`config.mk`:
```
export PLATFORM = sky130hd
export DESIGN_NAME = step_pulse_rx_flat
export DESIGN_NICKNAME = d
export VERILOG_FILES = /design/src/rtl/step_pulse_rx_if.sv /design/src/rtl/step_pulse_rx.sv /design/src/flat_wrapper.sv
export SDC_FILE = /design/constraint.sdc
export NUM_CORES = 1
export LEC_CHECK = 0
export BUFFER_PORTS_ARGS = -buffer_cell sky130_fd_sc_hd__buf_2
export CORE_MARGIN = 1
export CORE_UTILIZATION = 55
export CTS_CLUSTER_SIZE = 8
export DETAILED_ROUTE_END_ITERATION = 8
export PLACE_DENSITY = 0.8
export RECOVER_POWER = 50
export SKIP_LAST_GASP = 1
export SLEW_MARGIN = 20
export SYNTH_ARGS = -nofsm -noshare
export SYNTH_HDL_FRONTEND = slang
export SYNTH_SLANG_ARGS = --single-unit
export TNS_END_PERCENT = 10
```
`constraint.sdc`:
```
create_clock -name clk -period 5 [get_ports clk]
set_input_delay 0.75 -clock clk [delete_from_list [all_inputs] [get_ports clk]]
set_output_delay 0.75 -clock clk [all_outputs]
set_load 0.05 [all_outputs]
```
`src/rtl/step_pulse_rx_if.sv`:
```
// Purpose: signal bundle between a step-pulse source/consumer and the step_pulse_rx receiver.
// Latency: none, wires only.
// Backpressure: none; the receiver is a pure observer and its outputs carry no ready.
//
// Ports (as seen from the receiver, modport slave):
//   pulse_in  in   asynchronous step-pulse line
//   invert    in   1: line is inverted before measurement
//   clr       in   synchronous clear of all measurement state
//   n_target  in   expected pulse count, 0 disables done
//   period    out  last rising-to-rising period in clk cycles
//   width     out  last high time in clk cycles
//   count     out  rising edges since reset/clr, saturating
//   d_v       out  one-clock strobe, period/width just updated
//   done      out  sticky, count reached n_target
//   timeout   out  sticky, pulse train lost while active
//   busy      out  measurement in progress
interface step_pulse_rx_if #(
  parameter int SIZE = 16
);
  logic            pulse_in;
  logic            invert;
  logic            clr;
  logic [SIZE-1:0] n_target;
  logic [SIZE-1:0] period;
  logic [SIZE-1:0] width;
  logic [SIZE-1:0] count;
  logic            d_v;
  logic            done;
  logic            timeout;
  logic            busy;

  modport master (
    output pulse_in, invert, clr, n_target,
    input  period, width, count, d_v, done, timeout, busy
  );

  modport slave (
    input  pulse_in, invert, clr, n_target,
    output period, width, count, d_v, done, timeout, busy
  );
endinterface

```
`src/rtl/step_pulse_rx.sv`:
```
// Purpose: step-pulse receiver; measures period and high width, counts rises, flags target count and pulse loss.
// Latency: a pulse_in edge is acted on SYNC_STAGES+1 clocks later; all outputs are registered.
// Backpressure: none; free-running observer, d_v is a one-clock strobe with no ready.
//
// Ports:
//   clk    in  system clock
//   rst_n  in  asynchronous reset, active low
//   bus    step_pulse_rx_if.slave: pulse_in/invert/clr/n_target in,
//          period/width/count/d_v/done/timeout/busy out
module step_pulse_rx #(
  parameter int SIZE        = 16,
  parameter int TIMEOUT     = 65000,
  parameter int SYNC_STAGES = 2
) (
  input  logic           clk,
  input  logic           rst_n,
  step_pulse_rx_if.slave bus
);

  typedef enum logic [1:0] {
    IDLE = 2'd0,
    HIGH = 2'd1,
    LOW  = 2'd2
  } state_t;

  localparam logic [SIZE-1:0] ALL_ONES = '1;
  localparam logic [SIZE-1:0] TMO      = SIZE'(TIMEOUT);
  localparam logic [SIZE-1:0] ONE      = SIZE'(1);

  logic [SYNC_STAGES-1:0] sync_q;
  logic                   p;
  logic                   p_d_q;
  logic                   rise;
  logic                   fall;

  state_t          state_q, state_d;
  logic [SIZE-1:0] cnt_q, cnt_d;
  logic [SIZE-1:0] period_q, period_d;
  logic [SIZE-1:0] width_q, width_d;
  logic [SIZE-1:0] count_q, count_d;
  logic [SIZE-1:0] cnt_inc;
  logic [SIZE-1:0] count_inc;
  logic            dv_q, dv_d;
  logic            done_q, done_d;
  logic            tmo_q, tmo_d;
  logic            bump;

  // Synchronizer and edge-detect history. p_d keeps running through clr so a
  // line that is already high when clr drops is not mistaken for a new rise.
  always_ff @(posedge clk or negedge rst_n) begin
    if (!rst_n) begin
      sync_q <= '0;
      p_d_q  <= 1'b0;
    end else begin
      sync_q <= {sync_q[SYNC_STAGES-2:0], bus.pulse_in};
      p_d_q  <= p;
    end
  end

  assign p    = sync_q[SYNC_STAGES-1] ^ bus.invert;
  assign rise = p & ~p_d_q;
  assign fall = ~p & p_d_q;

  // Both counters saturate rather than wrap.
  assign cnt_inc   = (cnt_q == ALL_ONES)   ? cnt_q   : cnt_q + ONE;
  assign count_inc = (count_q == ALL_ONES) ? count_q : count_q + ONE;

  always_ff @(posedge clk or negedge rst_n) begin
    if (!rst_n) begin
      state_q  <= IDLE;
      cnt_q    <= '0;
      period_q <= '0;
      width_q  <= '0;
      count_q  <= '0;
      dv_q     <= 1'b0;
      done_q   <= 1'b0;
      tmo_q    <= 1'b0;
    end else begin
      state_q  <= state_d;
      cnt_q    <= cnt_d;
      period_q <= period_d;
      width_q  <= width_d;
      count_q  <= count_d;
      dv_q     <= dv_d;
      done_q   <= done_d;
      tmo_q    <= tmo_d;
    end
  end

  always_comb begin
    state_d  = state_q;
    cnt_d    = cnt_q;
    period_d = period_q;
    width_d  = width_q;
    count_d  = count_q;
    dv_d     = 1'b0;
    done_d   = done_q;
    tmo_d    = tmo_q;
    bump     = 1'b0;

    if (bus.clr) begin
      // clr wins over any edge or timeout seen on the same clock.
      state_d  = IDLE;
      cnt_d    = '0;
      period_d = '0;
      width_d  = '0;
      count_d  = '0;
      done_d   = 1'b0;
      tmo_d    = 1'b0;
    end else begin
      case (state_q)
        IDLE: begin
          // First rise has no predecessor, so it starts timing but gives no d_v.
          if (rise) begin
            cnt_d   = ONE;
            bump    = 1'b1;
            state_d = HIGH;
          end
        end
        HIGH: begin
          cnt_d = cnt_inc;
          if (fall) begin
            width_d = cnt_q;
            state_d = LOW;
          end else if (cnt_q == TMO) begin
            tmo_d   = 1'b1;
            cnt_d   = '0;
            state_d = IDLE;
          end
        end
        LOW: begin
          cnt_d = cnt_inc;
          if (rise) begin
            period_d = cnt_q;
            dv_d     = 1'b1;
            cnt_d    = ONE;
            bump     = 1'b1;
            state_d  = HIGH;
          end else if (cnt_q == TMO) begin
            tmo_d   = 1'b1;
            cnt_d   = '0;
            state_d = IDLE;
          end
        end
        default: state_d = IDLE;
      endcase

      // done is judged only when a rise is counted, so lowering n_target
      // beneath the current count never fires it on its own.
      if (bump) begin
        count_d = count_inc;
        if ((bus.n_target != '0) && (count_inc == bus.n_target)) begin
          done_d = 1'b1;
        end
      end
    end
  end

  assign bus.period  = period_q;
  assign bus.width   = width_q;
  assign bus.count   = count_q;
  assign bus.d_v     = dv_q;
  assign bus.done    = done_q;
  assign bus.timeout = tmo_q;
  assign bus.busy    = (state_q != IDLE);

endmodule
```
`src/flat_wrapper.sv`:
```
// flat-port wrapper written by rule: the top's interface ports become plain ports
module step_pulse_rx_flat 
#(
  parameter int SIZE        = 16,
  parameter int TIMEOUT     = 65000,
  parameter int SYNC_STAGES = 2
)
  (clk, rst_n, bus_pulse_in, bus_invert, bus_clr, bus_n_target, bus_period, bus_width, bus_count, bus_d_v, bus_done, bus_timeout, bus_busy);
  step_pulse_rx_if #(.SIZE(SIZE)) bus_i ();
  input  logic clk;
  input  logic rst_n;
  input wire logic [$bits(bus_i.pulse_in)-1:0] bus_pulse_in;
  input wire logic [$bits(bus_i.invert)-1:0] bus_invert;
  input wire logic [$bits(bus_i.clr)-1:0] bus_clr;
  input wire logic [$bits(bus_i.n_target)-1:0] bus_n_target;
  output wire logic [$bits(bus_i.period)-1:0] bus_period;
  output wire logic [$bits(bus_i.width)-1:0] bus_width;
  output wire logic [$bits(bus_i.count)-1:0] bus_count;
  output wire logic [$bits(bus_i.d_v)-1:0] bus_d_v;
  output wire logic [$bits(bus_i.done)-1:0] bus_done;
  output wire logic [$bits(bus_i.timeout)-1:0] bus_timeout;
  output wire logic [$bits(bus_i.busy)-1:0] bus_busy;
  assign bus_i.pulse_in = bus_pulse_in;
  assign bus_i.invert = bus_invert;
  assign bus_i.clr = bus_clr;
  assign bus_i.n_target = bus_n_target;
  assign bus_period = bus_i.period;
  assign bus_width = bus_i.width;
  assign bus_count = bus_i.count;
  assign bus_d_v = bus_i.d_v;
  assign bus_done = bus_i.done;
  assign bus_timeout = bus_i.timeout;
  assign bus_busy = bus_i.busy;
  step_pulse_rx #(.SIZE(SIZE), .TIMEOUT(TIMEOUT), .SYNC_STAGES(SYNC_STAGES)) u_core (.clk(clk), .rst_n(rst_n), .bus(bus_i));
endmodule
```
==> results of run 1 <==
per-stage QoR:
step,power [mW],hold WS (ns),setup slack (ns),std cells,util
floorplan,0.7344,0.3312,1.937,496,-
global placement,0.7897,0.3336,1.495,641,0.6251
finish,1.346,0.3701,1.560,657,0.6537
global route,1.400,0.3744,0.8072,657,0.6537
CTS,1.358,0.3732,1.711,657,0.6584
detailed placement,0.7938,0.3550,1.383,641,0.6251
layout by cell type, fill, tap and decap left out, drive strengths merged, types with 10 or more instances in the layout:
cell,count
a21oi,52
xor2,14
nor2,44
xnor2,18
nor4,10
nand4,16
inv,17
nor3,11
o21ai,30
nand2,93
clkbuf,34
nand3,15
dfrtp,72
buf,50
cell type report:
type                    instances  area, µm²
clock buffers                   9      123.9
clock inverters                 7      118.9
fillers                       662       2525
inverters                      16      60.06
multi-input cells             379       2190
flip-flops and latches         72       1802
well taps                      99      123.9
repair buffers                 75      349.1
Yosys cell counts (2+ instances only):
library cell                number
sky130_fd_sc_hd__clkbuf_1       20
sky130_fd_sc_hd__nand3b_1        3
sky130_fd_sc_hd__nand2_1        93
sky130_fd_sc_hd__nor3_1         11
sky130_fd_sc_hd__o21ai_0        28
sky130_fd_sc_hd__and4_1          3
sky130_fd_sc_hd__nor2b_1         3
sky130_fd_sc_hd__a311oi_1        4
sky130_fd_sc_hd__a31oi_1         5
sky130_fd_sc_hd__a21oi_1        51
sky130_fd_sc_hd__inv_1          16
sky130_fd_sc_hd__nand2b_1        2
sky130_fd_sc_hd__o21ai_1         2
sky130_fd_sc_hd__dfrtp_1        72
sky130_fd_sc_hd__nand4_4         2
sky130_fd_sc_hd__or2_2           6
sky130_fd_sc_hd__nand3_1        15
sky130_fd_sc_hd__o21a_1          3
sky130_fd_sc_hd__xor2_1         14
sky130_fd_sc_hd__o2111ai_1       2
sky130_fd_sc_hd__and3_1          5
sky130_fd_sc_hd__or3_1           4
sky130_fd_sc_hd__mux2i_1         2
sky130_fd_sc_hd__nand4b_1        2
sky130_fd_sc_hd__buf_2           6
sky130_fd_sc_hd__nor2_1         43
sky130_fd_sc_hd__or4_4           3
sky130_fd_sc_hd__nand4_1        13
sky130_fd_sc_hd__ha_1            7
sky130_fd_sc_hd__a21o_1          2
sky130_fd_sc_hd__nor4_1          8
sky130_fd_sc_hd__o31ai_1         3
sky130_fd_sc_hd__xnor2_1        18
layer usage:
metal  GRT usage  part of all wire
met5           0                 0
met4      0.1255             0.026
met3     0.04894             0.060
met2      0.4684              0.50
met1      0.3493              0.41
state kept, by name (all words and copies together) (netlist names):
register / count
u_core.bus.width: 16
u_core.state_q: 2
u_core.sync_q: 2
u_core.bus.d_v: 1
u_core.bus.period: 16
u_core.bus.count: 16
u_core.cnt_q: 16
u_core.p_d_q: 1
u_core.bus.timeout: 1
u_core.bus.done: 1
cell families (layout without fill, tap and decap cells):
group | count (synthesis) | count (layout) | synth area share
xor gates and xnor gates | 32 | 32 | 0.06707
and+or+nand+nor | 224 | 224 | 0.2686
AOI/OAI and AO/OA | 113 | 113 | 0.1599
adders and majority gates | 7 | 7 | 0.02096
muxes | 3 | 3 | 0.007485
DFF | 72 | 72 | 0.4311
buffers and inverters | 45 | 107 | 0.04491
where the power goes:
group          leakage [nW]  internal, mW  switching, mW
registers             0.996         0.591         0.0148
clock network         0.116         0.332          0.229
logic                 0.910        0.0556          0.123
total                  2.02         0.978          0.367
final timing paths:
check | startpoint | to | slack, ns | depth (start not counted)
setup / recovery | rst_n | u_core.bus.d_v | 1.56 | 2
hold / removal | u_core.sync_q[0] | u_core.sync_q[1] | 0.37 | 0
setup reg to reg | u_core.sync_q[1] | u_core.cnt_q[12] | 1.82 | 7
hold reg to reg | u_core.sync_q[0] | u_core.sync_q[1] | 0.37 | 0
max in group clk | bus_invert | u_core.cnt_q[12] | 1.69 | 8
min in group asynchronous | rst_n | u_core.bus.count[12] | 1.16 | 1
==> flow_metrics.tcl, run 1 <==
set metrics [dict create \
    syn-num-nets 524 \
    die_height_um 89.17 \
    final_min_period_over_clock_period 0.6879 \
    synth.yosys.warnings 0 \
    unrepaired_setup_endpoints_after_global_routing "no" \
    die_w_um 89.17 \
    antennaDiodeCount 0 \
    failed_checks "max-capacitance violations, max-slew violations" \
    run_status "complete, but fails checks" \
    insertion_delay_ns 0.35 \
    ctsRootBufferMaster "sky130_fd_sc_hd__clkbuf_8" \
    worst-slew-pin-transition_ns 2.490 \
    antenna_found_initial 0 \
    post-route-min-period_ns 3.440 \
    synth.yosys.seq_area_share 0.4311 \
    floorplan.initialDensity 0.5731 \
    cts_tree "done" \
    criticalPathCategory "primary input to asynchronous set/reset pin" \
    timing_hold_violations_final 0 \
    wl_per_cell_um 15.95 \
    max-vdd-ir-drop_uv 151.5 \
    post_synth_inst_count 496 \
    static_leakage_power_nw 2.022 \
    netlist.top_cell.by_area "sky130_fd_sc_hd__dfrtp_1" \
    max_cap_violations 1 \
    wire_length_of_the_first_global_routing_pass_um 16730 \
    ant_nets 0 \
    cp_data_required_time_ns 5.23 \
    synthDistinctLibCells 58 \
    synth.cell_area_um2 4179 \
    worstSetupEndpointType "asynchronous set/reset pin" \
    fin_setup_tns_ns 0 \
    dieArea_um2 7950 \
    core_area_um2 7292 \
    holdBufCountCts 0 \
    max_freq_mhz 290.7 \
    post-route-cell-area_um2 4767 \
    synth_area_leaders "sky130_fd_sc_hd__dfrtp_1, sky130_fd_sc_hd__nand2_1, sky130_fd_sc_hd__a21oi_1" \
    clock_tree.buffer_depth 2 \
    synth_enable_flop_cells 0 \
    finalSetupViolCount 0 \
    critical-path-max-stage-delay_ns 1.74 \
    critical_path.slowest_cell "sky130_fd_sc_hd__clkbuf_1" \
    post_cts.repair.setup_buffers 0 \
    critical-path-top-cell-by-count "sky130_fd_sc_hd__clkbuf_1" \
    std_cell_rows 31 \
    via_count_of_the_first_global_routing_pass 3574 \
    hpwlAfterDp_um 7206 \
    postSynth.asyncResetShare 1.000 \
    area.growth.synth_to_final_pct 14.07 \
    timing.critical_path.max_delay_family "buffers and inverters" \
    synth_area_per_cell_um2 8.425 \
    num-nets-final 581 \
    first_pass_iters 5 \
    max_slew_margin -0.6599 \
    grtUsageTotal 0.2774 \
    path_max_fanout 46 \
    cts_inserted_buffers 9 \
    global_placer_s_final_weighted_congestion 0.9435 \
    power.density_cell_area_nw_per_um2 282.3 \
    drtIter0Drc 310 \
    clock-sinks 72 \
    critPathLaunchType "primary input" \
    placed_cell_area_um2 4558 \
    place.port_buffers 72 \
    detail_route.wirelength_um 10480 \
    clock_skew_ns 0.006683 \
    drv_slew 47 \
    grt-ovfl-total 0 \
    route.detailed.vias_per_inst 5.912 \
    num_vias 3884 \
    synth_seq_cells 72 \
    drive_gt1_frac 0.1505 \
    clock_transition_at_the_registers_of_the_reported_paths_ns 0.08 \
    post_cts_resize_count 0 \
    largest_net_degree_at_the_start_of_global_routing 57 \
    h-tree-depth 3 \
    io_pins 73 \
    synth_top_flop_cell "sky130_fd_sc_hd__dfrtp_1" \
    drt_drc_violations_left 0 \
    critical_path.cell_chain "clkbuf_1 > clkbuf_1" \
    critical_path_arrival_ns 3.66 \
    timing.hold.worst.class "register to register" \
    yosysTopAreaCellShare 0.4311 \
    cp_num_buf_inv 2 \
]
Note: power is estimated with default switching activity, not from simulation.
==> run 2: changes to the inputs <==
==> constraint.sdc (replaced) <==
create_clock -name clk -period 3.43 [get_ports clk]
set_input_delay 0.5145 -clock clk [delete_from_list [all_inputs] [get_ports clk]]
set_output_delay 0.5145 -clock clk [all_outputs]
set_load 0.05 [all_outputs]
==> run 2 against run 1 <==
Net effect:
- non-clock buffer count is 4 higher
- utilization is 0.10 points lower
- die area stayed put
- sequential cell count stayed put
- largest cell class unchanged
- clock power is 25% higher
- sequential power is 46% higher
- setup slack worse by 1.1 ns
- via count is 0.36% higher
- the flow still finishes with violations (max-capacitance violations, max-slew violations)
- combinational power is 50% higher
- total power is 38% higher
==> flow_metrics.tcl, run 2 (synthesized netlist as in run 1, its figures left out) <==
set metrics [dict create \
    run_status "complete, but fails checks" \
    failed_checks "max-capacitance violations, max-slew violations" \
    swShare 0.3039 \
    floorplan.initialDensity 0.5731 \
    post-route-min-period_ns 2.940 \
    critical_path_arrival_ns 3.20 \
    max_freq_mhz 340.2 \
    post-route-cell-area_um2 4760 \
    layout.filler_cells 695 \
    grtUsageTotal 0.2935 \
    power.share.clock 0.378 \
    crit_path_start "u_core.bus.count[0]" \
    insertion_delay_ns 0.35 \
    critical_path.cell_chain "ha_1 > nand4_2 > or4_4 > nand4_1 > xnor2_1 > o21ai_1 > or4_4 > o32ai_2" \
    num-nets-final 585 \
    antenna_found_initial 0 \
    p_int_mw 1.288 \
    die_height_um 89.17 \
    final_min_period_over_clock_period 0.8571 \
    hpwlAfterDp_um 7693 \
    switching_power_mw 0.5623 \
    timing.final.ws_setup_ns 0.4902 \
    share_comb_of_total_power 0.145 \
    std_cell_rows 31 \
    unrepaired_setup_endpoints_after_global_routing "no" \
    worstSetupEndpointType "register" \
    ant_nets 0 \
    timing_hold_violations_final 0 \
    drtIter0Drc 251 \
    cts_tree "done" \
    fin_setup_tns_ns 0 \
    clock_tree.buffer_depth 2 \
    area.growth.synth_to_final_pct 13.89 \
    antennaDiodeCount 0 \
    core_area_um2 7292 \
    h-tree-depth 3 \
    io_pins 73 \
    power.total_mw 1.851 \
    timing.hold.worst.class "primary input to asynchronous set/reset pin" \
    worst-slew-pin-transition_ns 1.589 \
    wl_per_cell_um 16.87 \
    drt_drc_violations_left 0 \
    worstRegToRegCells 8 \
    via_count_of_the_first_global_routing_pass 3655 \
    max-vdd-ir-drop_uv 352.6 \
    criticalPathCategory "register to register" \
    layout_commonest_cell "sky130_fd_sc_hd__nand2_1" \
    dieArea_um2 7950 \
    global_placer_s_final_weighted_congestion 0.9451 \
    num_vias 3898 \
    clock_transition_at_the_registers_of_the_reported_paths_ns 0.08 \
    layout.area.seq_um2 1802 \
    dp.cells 645 \
    clock-sinks 72 \
    largest_net_degree_at_the_start_of_global_routing 66 \
    post_cts.repair.setup_buffers 0 \
    wire_length_of_the_first_global_routing_pass_um 17450 \
    worst_r2r_endpoint "u_core.bus.done" \
    path_max_fanout 10 \
    detail_route.wirelength_um 11150 \
    drive_gt1_frac 0.1584 \
    worst_reg2reg_setup_slack_ns 0.49 \
    max_slew_margin -0.05929 \
    drv_slew 66 \
    cp_data_required_time_ns 3.69 \
    holdBufCountCts 0 \
    timing.critical_path.max_delay_family "simple AND/OR/NAND/NOR gates" \
    critical-path-max-stage-delay_ns 0.63 \
    power.density_cell_area_nw_per_um2 388.8 \
    cts_inserted_buffers 9 \
    ctsRootBufferMaster "sky130_fd_sc_hd__clkbuf_8" \
    max_cap_violations 1 \
    critPathLaunchType "register" \
    layout.cells.most_common_list "sky130_fd_sc_hd__nand2_1, sky130_fd_sc_hd__dfrtp_1, sky130_fd_sc_hd__a21oi_1" \
    first_pass_iters 7 \
    cp_num_buf_inv 0 \
    placed_cell_area_um2 4601 \
    place.port_buffers 72 \
    grt-ovfl-total 0 \
    pwr-share-seq 0.477 \
    critical-path-top-cell-by-count "sky130_fd_sc_hd__or4_4" \
    post_cts_resize_count 0 \
    critical_path.slowest_cell "sky130_fd_sc_hd__or4_4" \
    instances_no_fill 661 \
    finalSetupViolCount 0 \
    multi_input_gate_area_in_the_final_layout_um2 2190 \
    route.detailed.vias_per_inst 5.897 \
    clock_skew_ns 0.01021 \
    dp_slack_ns 0.5324 \
    static_leakage_power_nw 2.026 \
    die_w_um 89.17 \
    worstReg2RegStart "u_core.bus.count[0]" \
]
[run 2: changes by cell type in the layout (fill, tap and decap cells not counted)]
cell                        delta
sky130_fd_sc_hd__clkinv_4      +2
sky130_fd_sc_hd__bufinv_16     -2
sky130_fd_sc_hd__clkbuf_2      +1
sky130_fd_sc_hd__clkinv_2      -1
sky130_fd_sc_hd__clkbuf_1      -1
sky130_fd_sc_hd__buf_4         +4
sky130_fd_sc_hd__inv_6         +1
[run 2: final cells by class]
cell class              instances  share of cell area
clock buffers                   9             0.02603
well taps                      99             0.02603
clock inverters                 7             0.01682
inverters                      16             0.01262
flip-flops and latches         72              0.3785
multi-input cells             379              0.4600
repair buffers                 79             0.07992
[run 2: stage by stage]
step	util	hold slack [ns]
after detailed placement	0.6309	0.3505
after global placement	0.6309	0.3324
after global routing	0.6527	0.1050
after floorplan	-	0.2189
final	0.6527	0.08436
after CTS	0.6589	0.008865
[run 2: how the worst max path moves through the flow]
stage / slack [ns] / to / cells past startpoint
CTS: 0.51 / u_core.bus.done / 8
detailed placement: 0.53 / u_core.bus.done / 8
global route: 0.33 / u_core.bus.done / 8
floorplan: 0.37 / u_core.bus.done / 9
global placement: 0.60 / u_core.bus.done / 8
finish: 0.49 / u_core.bus.done / 8
[run 2: routing by layer]
metal  up-vias  part of all wire  global-route usage  wire (µm)
met2       141              0.50              0.5010       5550
met3        20             0.048             0.04986        539
met4         0             0.027              0.1385        297
li1       1848                 -                   -          -
met5         -                 0                   0          0
met1      1889              0.43              0.3639       4765
[run 2: power groups by stage]
stage / sequential, mW / combinational, mW / clock (mW)
finish: 0.882 / 0.269 / 0.700
global route: 0.885 / 0.291 / 0.747
CTS: 0.881 / 0.270 / 0.715
detailed placement: 0.899 / 0.268 / 0
global placement: 0.897 / 0.262 / 0
floorplan: 0.906 / 0.164 / 0
[run 2: worst register-to-register path, cell delays in order (launching register included)]
cell	delay [ns]
sky130_fd_sc_hd__dfrtp_1	0.48
sky130_fd_sc_hd__ha_1	0.36
sky130_fd_sc_hd__nand4_2	0.28
sky130_fd_sc_hd__or4_4	0.64
sky130_fd_sc_hd__nand4_1	0.16
sky130_fd_sc_hd__xnor2_1	0.13
sky130_fd_sc_hd__o21ai_1	0.08
sky130_fd_sc_hd__or4_4	0.53
sky130_fd_sc_hd__o32ai_2	0.20
==> run 3: changes to the inputs <==
--- a/config.mk
+++ b/config.mk
@@ -7,10 +7,11 @@
 export LEC_CHECK = 0
 export BUFFER_PORTS_ARGS = -buffer_cell sky130_fd_sc_hd__buf_2
 export CORE_MARGIN = 1
-export CORE_UTILIZATION = 55
+export CORE_UTILIZATION = 51
 export CTS_CLUSTER_SIZE = 8
 export DETAILED_ROUTE_END_ITERATION = 8
-export PLACE_DENSITY = 0.8
+export GPL_ROUTABILITY_DRIVEN = 0
+export PLACE_DENSITY = 0.78
 export RECOVER_POWER = 50
 export SKIP_LAST_GASP = 1
 export SLEW_MARGIN = 20
==> constraint.sdc (replaced) <==
create_clock -name clk -period 2.45 [get_ports clk]
set_input_delay 0.3675 -clock clk [delete_from_list [all_inputs] [get_ports clk]]
set_output_delay 0.3675 -clock clk [all_outputs]
set_load 0.05 [all_outputs]
==> run 3 against run 2 <==
Net effect:
- the flow now finishes without violations
- global-route usage fell by 2.7 points
- combinational power rose by 53%
- non-clock buffer count rose by 32
- fmax rose by 20%
- first-iteration DRC count fell by 0.40%
- total power rose by 51%
- wire length rose by 2.6%
- critical path type unchanged
- highest routed layer unchanged
==> flow_metrics.tcl, run 3 (synthesized netlist as in run 1, its figures left out) <==
set metrics [dict create \
    die_w_um 92.52 \
    worstSetupEndpointType "register" \
    ant_nets 0 \
    power.density_cell_area_nw_per_um2 541.1 \
    worst_r2r_endpoint "u_core.bus.done" \
    drtIter0Drc 250 \
    first_pass_iters 5 \
    dieArea_um2 8560 \
    worst_reg2reg_setup_slack_ns 0.001 \
    dp.cells 671 \
    detail_route.wirelength_um 11440 \
    core_area_um2 7807 \
    cts_inserted_buffers 9 \
    wl_per_cell_um 16.41 \
    power.total_mw 2.793 \
    unrepaired_setup_endpoints_after_global_routing "yes" \
    multi_input_gate_area_in_the_final_layout_um2 2261 \
    wire_length_of_the_first_global_routing_pass_um 18000 \
    post-route-min-period_ns 2.449 \
    timing.hold.worst.class "primary input to register" \
    via_count_of_the_first_global_routing_pass 3746 \
    antenna_found_initial 0 \
    min_delay_path_depth 1 \
    clock-sinks 72 \
    holdCritStartpoint "bus_pulse_in" \
    h-tree-depth 3 \
    run_status "finished, final reports clean" \
    layout.filler_cells 645 \
    clock_transition_at_the_registers_of_the_reported_paths_ns 0.08 \
    ctsRootBufferMaster "sky130_fd_sc_hd__clkbuf_8" \
    num-nets-final 618 \
    placed_cell_area_um2 4821 \
    clock_tree.buffer_depth 2 \
    worstReg2RegStart "u_core.bus.count[0]" \
    max_slew_margin 0.2703 \
    hpwlAfterDp_um 7817 \
    layout.area.seq_um2 1826 \
    max_freq_mhz 408.4 \
    instances_no_fill 697 \
    layout_commonest_cell "sky130_fd_sc_hd__nand2_1" \
    max-vdd-ir-drop_uv 344.7 \
    largest_net_degree_at_the_start_of_global_routing 38 \
    std_cell_rows 32 \
    timing_hold_violations_final 0 \
    clock_skew_ns 0.006054 \
    critical_path_arrival_ns 2.70 \
    area.growth.synth_to_final_pct 23.50 \
    layout.cells.most_common_list "sky130_fd_sc_hd__nand2_1, sky130_fd_sc_hd__dfrtp_1, sky130_fd_sc_hd__a21oi_1, sky130_fd_sc_hd__buf_2, sky130_fd_sc_hd__nor2_1" \
    max_cap_violations 0 \
    drt_drc_violations_left 0 \
    insertion_delay_ns 0.34 \
    critical_path.slowest_cell "sky130_fd_sc_hd__or4_4" \
    grtUsageTotal 0.2666 \
    static_leakage_power_nw 2.202 \
    hold_path_end "u_core.sync_q[0]" \
    final_min_period_over_clock_period 0.9995 \
    num_vias 4076 \
    critPathLaunchType "register" \
    path_max_fanout 5 \
    timing.critical_path.max_delay_family "simple AND/OR/NAND/NOR gates" \
    drive_gt1_frac 0.2504 \
    finalSetupViolCount 0 \
    grt-ovfl-total 0 \
    cp_data_required_time_ns 2.70 \
    antennaDiodeCount 0 \
    floorplan.initialDensity 0.5353 \
    io_pins 73 \
    critical_path.cell_chain "buf_4 > nand4_1 > or4_4 > nor2_4 > o21ai_0 > or4_4 > o32ai_2" \
    cp_num_buf_inv 1 \
    worstRegToRegCells 7 \
    criticalPathCategory "register to register" \
    route.detailed.vias_per_inst 5.848 \
    critical-path-top-cell-by-count "sky130_fd_sc_hd__or4_4" \
    drv_slew 0 \
    post-route-cell-area_um2 5161 \
    die_height_um 92.52 \
    worst-slew-pin-transition_ns 1.095 \
    cts_tree "done" \
    critical-path-max-stage-delay_ns 0.63 \
    place.port_buffers 72 \
]
-- run 3: area by class of cell --
class,count,share of cell area
clock buffers,9,0.02400
clock inverters,7,0.02327
inverters,16,0.01164
multi-input cells,380,0.4381
flip-flops and latches,72,0.3537
well taps,102,0.02473
repair buffers,111,0.1246
-- run 3: how the worst max path moves through the flow --
stage,startpoint,end,depth (start not counted)
3_5_place_dp,u_core.bus.count[0],u_core.bus.done,8
4_1_cts,u_core.bus.count[0],u_core.bus.done,8
6_report,u_core.bus.count[0],u_core.bus.done,7
2_1_floorplan,u_core.bus.count[1],u_core.bus.done,9
3_3_place_gp,u_core.bus.count[0],u_core.bus.done,8
5_1_grt,u_core.bus.count[0],u_core.bus.done,8
-- run 3: metrics by stage --
stage	utilization	TNS, ns	setup WS, ns	hold slack [ns]
after floorplan	-	-0.3349	-0.1681	0.07191
final	0.6611	0	0.001202	0.1304
after detailed placement	0.6175	0	0.02511	0.3415
after global routing	0.6611	-0.1278	-0.08994	0.1251
after CTS	0.6500	0	0.002780	0.1136
after global placement	0.6175	0	0.07293	0.3364
-- run 3: metal layers --
layer	wire, µm	global-route usage
met4	349	0.1055
met5	0	0
met2	5638	0.4580
met1	4764	0.3324
met3	687	0.04680
-- run 3: worst reg2reg max path, delay by kind of cell, from the launching register on --
family,cells,cell delay (ns)
and+or+nand+nor,4,1.48
DFF,1,0.46
AOI/OAI and AO/OA,2,0.31
buffers and inverters,1,0.14
-- run 3: power breakdown --
group | total, mW | internal (mW) | switching [mW]
logic | 0.411 | 0.145 | 0.266
clock network | 1.14 | 0.678 | 0.466
registers | 1.24 | 1.21 | 0.0297
-- run 3: what timing repair did --
item,CTS,global route
resized for setup,0,13
setup buffers,0,8
endpoints found under the setup margin,0,5
endpoints found under the hold margin,16,0
hold buffers,1,0
